<file path="config.mk">
export PLATFORM = sky130hd
export DESIGN_NAME = width_adapter_scheduler
export DESIGN_NICKNAME = d
export VERILOG_FILES = /design/src/rtl/jfpjc_pkg.sv /design/src/rtl/width_adapter_buffer.sv /design/src/rtl/width_adapter_scheduler.sv
export SDC_FILE = /design/constraint.sdc
export NUM_CORES = 1
export LEC_CHECK = 0
export BUFFER_PORTS_ARGS = -buffer_cell sky130_fd_sc_hd__buf_2
export CAP_MARGIN = 30
export CORE_UTILIZATION = 53
export DETAILED_ROUTE_END_ITERATION = 8
export HOLD_SLACK_MARGIN = 0.1
export PLACE_DENSITY_LB_ADDON = 0.2
export SLEW_MARGIN = 0
export SYNTH_ARGS = -nofsm -noshare
export SYNTH_HDL_FRONTEND = slang
export SYNTH_SLANG_ARGS = --single-unit
</file>
<file path="constraint.sdc">
create_clock -name clock -period 2.6 [get_ports clock]
set_clock_uncertainty 0.05 [all_clocks]
set_input_delay 0.13 -clock clock [delete_from_list [all_inputs] [get_ports clock]]
set_output_delay 0.13 -clock clock [all_outputs]
set_load 0.05 [all_outputs]
</file>
<file path="src/rtl/jfpjc_pkg.sv">
// Shared scheduler state encoding and width helper functions for the width adapter slice.
package jfpjc_pkg;

    localparam logic [0:0] ST_IDLE = 1'b0;
    localparam logic [0:0] ST_BUSY = 1'b1;

    function automatic int unsigned ratio_of(input int unsigned in_w, input int unsigned out_w);
        return in_w / out_w;
    endfunction

    function automatic int unsigned id_width(input int unsigned n);
        return (n > 1) ? $clog2(n) : 1;
    endfunction

endpackage

</file>
<file path="src/rtl/width_adapter_buffer.sv">
// Word-to-chunk serializer: loads one word, then shifts it out LSB chunk first.
module width_adapter_buffer
    import jfpjc_pkg::*;
#(
    parameter int unsigned input_width  = 32,
    parameter int unsigned output_width = 4
) (
    input  logic                    clock,
    input  logic                    nreset,
    input  logic                    data_in_valid,
    input  logic [input_width-1:0]  data_in,
    output logic                    data_out_valid,
    output logic [output_width-1:0] data_out
);

    localparam int unsigned RATIO = ratio_of(input_width, output_width);
    localparam int unsigned CNT_W = $clog2(RATIO + 1);

    logic [input_width-1:0] shift;
    logic [CNT_W-1:0]       remaining;

    // A new word only arrives as the last chunk of the previous one is leaving,
    // so a single shift register gives gap-free output without overrun.
    always_ff @(posedge clock or negedge nreset) begin
        if (!nreset) begin
            shift     <= '0;
            remaining <= '0;
        end else if (data_in_valid) begin
            shift     <= data_in;
            remaining <= CNT_W'(RATIO);
        end else if (remaining != '0) begin
            shift     <= shift >> output_width;
            remaining <= remaining - 1'b1;
        end
    end

    assign data_out       = shift[output_width-1:0];
    assign data_out_valid = (remaining != '0);

endmodule

</file>
<file path="src/rtl/width_adapter_scheduler.sv">
// Round-robin packet scheduler feeding a shared width adapter, paced to one word per RATIO cycles.
module width_adapter_scheduler
    import jfpjc_pkg::*;
#(
    parameter int unsigned input_width  = 32,
    parameter int unsigned output_width = 4,
    parameter int unsigned n_requesters = 3
) (
    input  logic                                  clock,
    input  logic                                  nreset,
    input  logic [n_requesters-1:0]               req_valid,
    input  logic [n_requesters-1:0]               req_last,
    input  logic [n_requesters*input_width-1:0]   req_data,
    output logic [n_requesters-1:0]               req_ready,
    output logic [id_width(n_requesters)-1:0]     grant_id,
    output logic                                  busy,
    output logic                                  packet_done,
    output logic                                  data_out_valid,
    output logic [output_width-1:0]               data_out
);

    localparam int unsigned RATIO  = ratio_of(input_width, output_width);
    localparam int unsigned ID_W   = id_width(n_requesters);
    localparam int unsigned PACE_W = $clog2(RATIO);

    if ((input_width % output_width) != 0 || RATIO < 2) begin : g_bad_params
        $error("width_adapter_scheduler: input_width must be a multiple of output_width with ratio >= 2");
    end

    logic [0:0]             state;
    logic [PACE_W-1:0]      pace_cnt;
    logic [input_width-1:0] word;
    logic                   word_valid;
    logic                   accept;
    logic                   found;
    logic [ID_W-1:0]        next_grant;
    logic [ID_W-1:0]        cand;

    always_comb begin
        req_ready = '0;
        if (state == ST_BUSY && pace_cnt == '0) begin
            req_ready[grant_id] = 1'b1;
        end
    end

    assign accept = req_valid[grant_id] & req_ready[grant_id];
    assign busy   = (state == ST_BUSY);

    // Search starts one past the last grant, so the previous owner has lowest priority.
    always_comb begin
        next_grant = grant_id;
        found      = 1'b0;
        cand       = '0;
        for (int unsigned k = 1; k <= n_requesters; k++) begin
            cand = ID_W'((32'(grant_id) + k) % n_requesters);
            if (!found && req_valid[cand]) begin
                next_grant = cand;
                found      = 1'b1;
            end
        end
    end

    always_ff @(posedge clock or negedge nreset) begin
        if (!nreset) begin
            state       <= ST_IDLE;
            grant_id    <= ID_W'(n_requesters - 1);
            pace_cnt    <= '0;
            packet_done <= 1'b0;
            word        <= '0;
            word_valid  <= 1'b0;
        end else begin
            word_valid  <= accept;
            packet_done <= accept & req_last[grant_id];
            if (accept) begin
                word     <= req_data[grant_id*input_width +: input_width];
                pace_cnt <= PACE_W'(RATIO - 1);
            end else if (pace_cnt != '0) begin
                pace_cnt <= pace_cnt - 1'b1;
            end
            case (state)
                ST_IDLE: begin
                    if (found) begin
                        grant_id <= next_grant;
                        state    <= ST_BUSY;
                    end
                end
                ST_BUSY: begin
                    if (accept && req_last[grant_id]) begin
                        state <= ST_IDLE;
                    end
                end
                default: state <= ST_IDLE;
            endcase
        end
    end

    width_adapter_buffer #(
        .input_width (input_width),
        .output_width(output_width)
    ) u_buffer (
        .clock         (clock),
        .nreset        (nreset),
        .data_in_valid (word_valid),
        .data_in       (word),
        .data_out_valid(data_out_valid),
        .data_out      (data_out)
    );

endmodule

</file>
==> impl_metrics.ini <==
[outcome]
status = finished, final reports clean

[finish]
finish.utilization_pct = 68.1
syn_to_final_growth_pct = 24.2
drive_gt1_share_pct = 33.3
fin_nets = 650
antenna_cells = 0

[floorplan]
dieArea_mm2 = 0.00830
dieHeight_um = 91.1
coreArea_mm2 = 0.00769
start_util_pct = 54.8
die_w_um = 91.1
io_pins = 116
rows = 32

[sta]
max_freq_ghz = 0.463
maxSlewViolCount = 0
fin_tns_setup_ns = 0
tightest_slew_ns = 0.964
finalSetupViolations = 0
whs_ns = 0.100
rsz0062_at_grt = no
finalCritPeriodShare_pct = 83.1
slew-limit-headroom_pct = 35.8
hold_viol = 0
period_minus_slack_ns = 2.16

[synthesis]
synth_area_mm2 = 0.00421
yosysWarnings = 0
synth_nets = 525
yosysTopAreaCellShare_pct = 44.6
syn_inst = 413
synth_edf_count = 0
synth_xor_area_share_pct = 0.416
synth-main-ff-cell = dfrtp_1
synthDistinctLibCells = 38
yosys_register_bits = 76
synth_top_family_by_area = multiplexers
synthAdderAreaFrac_pct = 2.38
muxShareOfSynthArea_pct = 25.1
seq_area_frac_synth_pct = 45.2
synth.avg_cell_area_um2 = 10.2
synth_area_leader_cell = dfrtp_1
synth_async_sr_flop_share_pct = 100
synthTopCellsByArea = dfrtp_1, mux2i_1, o21ai_0
synth_compound_area_share_pct = 11.8
yosys.area_share.simple_pct = 10.2

[critical_path]
rr_worst_depth = 7
cp_slowest_stage_delay_ns = 0.63
critical_path.slowest_cell = dfstp_2
regToRegSetupSlack_ns = 0.44
r2r-start = grant_id[1]
startpoint_type = flip-flop
critical_path_required_ns = 2.77
end_kind = flip-flop
timing.rr.end = word[13]
crit_type = reg -> reg
endpoint = word[13]
critPathLaunch = grant_id[1]
worstPathMaxFanout = 26
cp.arrival_ns = 2.32
path_cells = inv_1, ha_1, nand2_1, o21ai_1, o221ai_4, buf_12, mux2_2

[clock_network]
clock-root-buffer = clkbuf_8
postCtsSetupBuffers = 0
clkTransAtPathRegs_ns = 0.08
cts_made_buffers = 9
clock-sinks = 76
cts_tree = done
clk_path_buf_depth = 2
htree_num_levels = 3
insertion_delay_ns = 0.33

[global_route]
grt-ovfl-total = 0
grt_pass1_vias = 3228
grt_pass1_wl_um = 15100
antenna_found_initial = 0
grt_max_degree = 77
grt_use_total_pct = 22.8

[place]
gp_congestion = 0.835
port_buffers = 115
hpwl_um = 6150

[pwr]
p_leak_nw = 2.56
powerDensity_mw_per_mm2 = 999
ir_worst_vdd_v = 0.000529
power.total_w = 0.00522

[detailed_routing]
dr.pass1.iters = 4
ant_nets = 0
first_iter_violations = 139
drc = 0
wire_per_inst_um = 14.1
vias = 3342
viasPerCell = 5.20
wl_um = 9040

[worst_hold_path]
hp-class = in -> reg

[job]
cap_violations = 0
## worst max-delay path: cells and delay by family (launching register included)
kind	cells	cell delay (ns)
flops	1	0.63
buf+inv	2	0.39
mux	1	0.36
compound gates	2	0.31
fa+ha+maj	1	0.23
simple gates	1	0.06
## cell type report
cell class | instances | area, µm²
timing repair buffer | 145 | 886
tap | 102 | 128
inverter | 11 | 41.3
sequential | 76 | 1910
clock buffer | 9 | 124
fill | 630 | 2460
multi-input combinational | 295 | 2120
clock inverter | 5 | 31.3
## where the power goes
group | leakage, nW | internal, W | switching [W]
clock network | 0.0807 | 0.000332 | 0.000404
logic | 1.50 | 0.00118 | 0.00134
registers | 0.980 | 0.00161 | 0.000361
total | 2.56 | 0.00312 | 0.00210
## routing by layer
| metal | share of wire (%) | vias up | global-route usage (%) |
|---|---|---|---|
| met2 | 50 | 89 | 38.6 |
| met1 | 46 | 1571 | 30.5 |
| li1 | - | 1677 | - |
| met3 | 3.7 | 5 | 3.60 |
| met5 | 0 | - | 0 |
| met4 | 0.53 | 0 | 6.08 |
## how the worst min path moves through the flow
stage                  from               endpoint  slack, ns  cells after the start
6_report       req_data[32]                word[0]       0.10                      4
5_1_grt        req_data[38]                word[6]       0.11                      4
4_1_cts        req_data[38]                word[6]       0.10                      4
3_5_place_dp         nreset  u_buffer.remaining[3]       0.28                      1
3_3_place_gp         nreset  u_buffer.remaining[2]       0.29                      1
2_1_floorplan        nreset                   busy      -0.22                      0
## synth_stat cells (3+ instances only)
master    count
clkbuf_1     12
ha_1          8
nand2_1      76
nor2_1        9
dfrtp_1      75
buf_6         3
mux2i_1      63
mux2_2       19
nand2b_1      3
mux2_4       14
o21ai_0      66
buf_4         4
buf_2        12
a21oi_1       6
inv_1        11
nor2b_1       4
## stage by stage
stage	setup WS, ns	std cells	instance area (µm²)
finish	0.440	643	5230
CTS	0.421	642	5200
floorplan	0.0149	413	4210
detailed placement	0.446	608	4850
global placement	0.414	608	4850
global route	0.285	643	5230
## logic make-up (layout without fill, tap and decap cells)
family,after synthesis,after routing
adder cells (fa/ha/maj),8,8
buffers and inverters,42,170
AO/OA/AOI/OAI,88,88
flip-flops,76,76
AND/OR/NAND/NOR,101,101
XOR/XNOR,2,2
multiplexers,96,96
## timing repair
| item | 4_1_cts | 5_1_grt |
|---|---|---|
| hold endpoints to repair | 94 | 0 |
| setup endpoints to repair | 0 | 0 |
| resized for setup | 0 | 0 |
| hold buffers | 20 | 0 |
## placed cells by master (no fill, tap or decap), types with 2 or more instances in the layout
| master | instances |
|---|---|
| dfrtp_2 | 2 |
| nor2b_1 | 3 |
| and3_1 | 2 |
| o21ai_0 | 66 |
| nand2b_1 | 3 |
| clkinv_2 | 3 |
| o21ai_1 | 2 |
| o22ai_1 | 2 |
| buf_2 | 114 |
| dfrtp_1 | 73 |
| clkbuf_8 | 9 |
| dlygate4sd3_1 | 20 |
| buf_4 | 9 |
| o31ai_1 | 2 |
| mux2_4 | 14 |
| inv_1 | 11 |
| a221oi_1 | 2 |
| ha_1 | 8 |
| nor2_1 | 9 |
| nand2_1 | 76 |
| xnor2_1 | 2 |
| mux2i_1 | 63 |
| a21oi_1 | 6 |
| mux2_2 | 19 |
## flip-flops by register name, indices dropped and copies added, names as in the netlist
register,flops
u_buffer.shift,32
pace_cnt,3
word_valid,1
grant_id,2
u_buffer.remaining,4
word,32
packet_done,1
busy,1
Note: power is estimated with default switching activity, not from simulation.
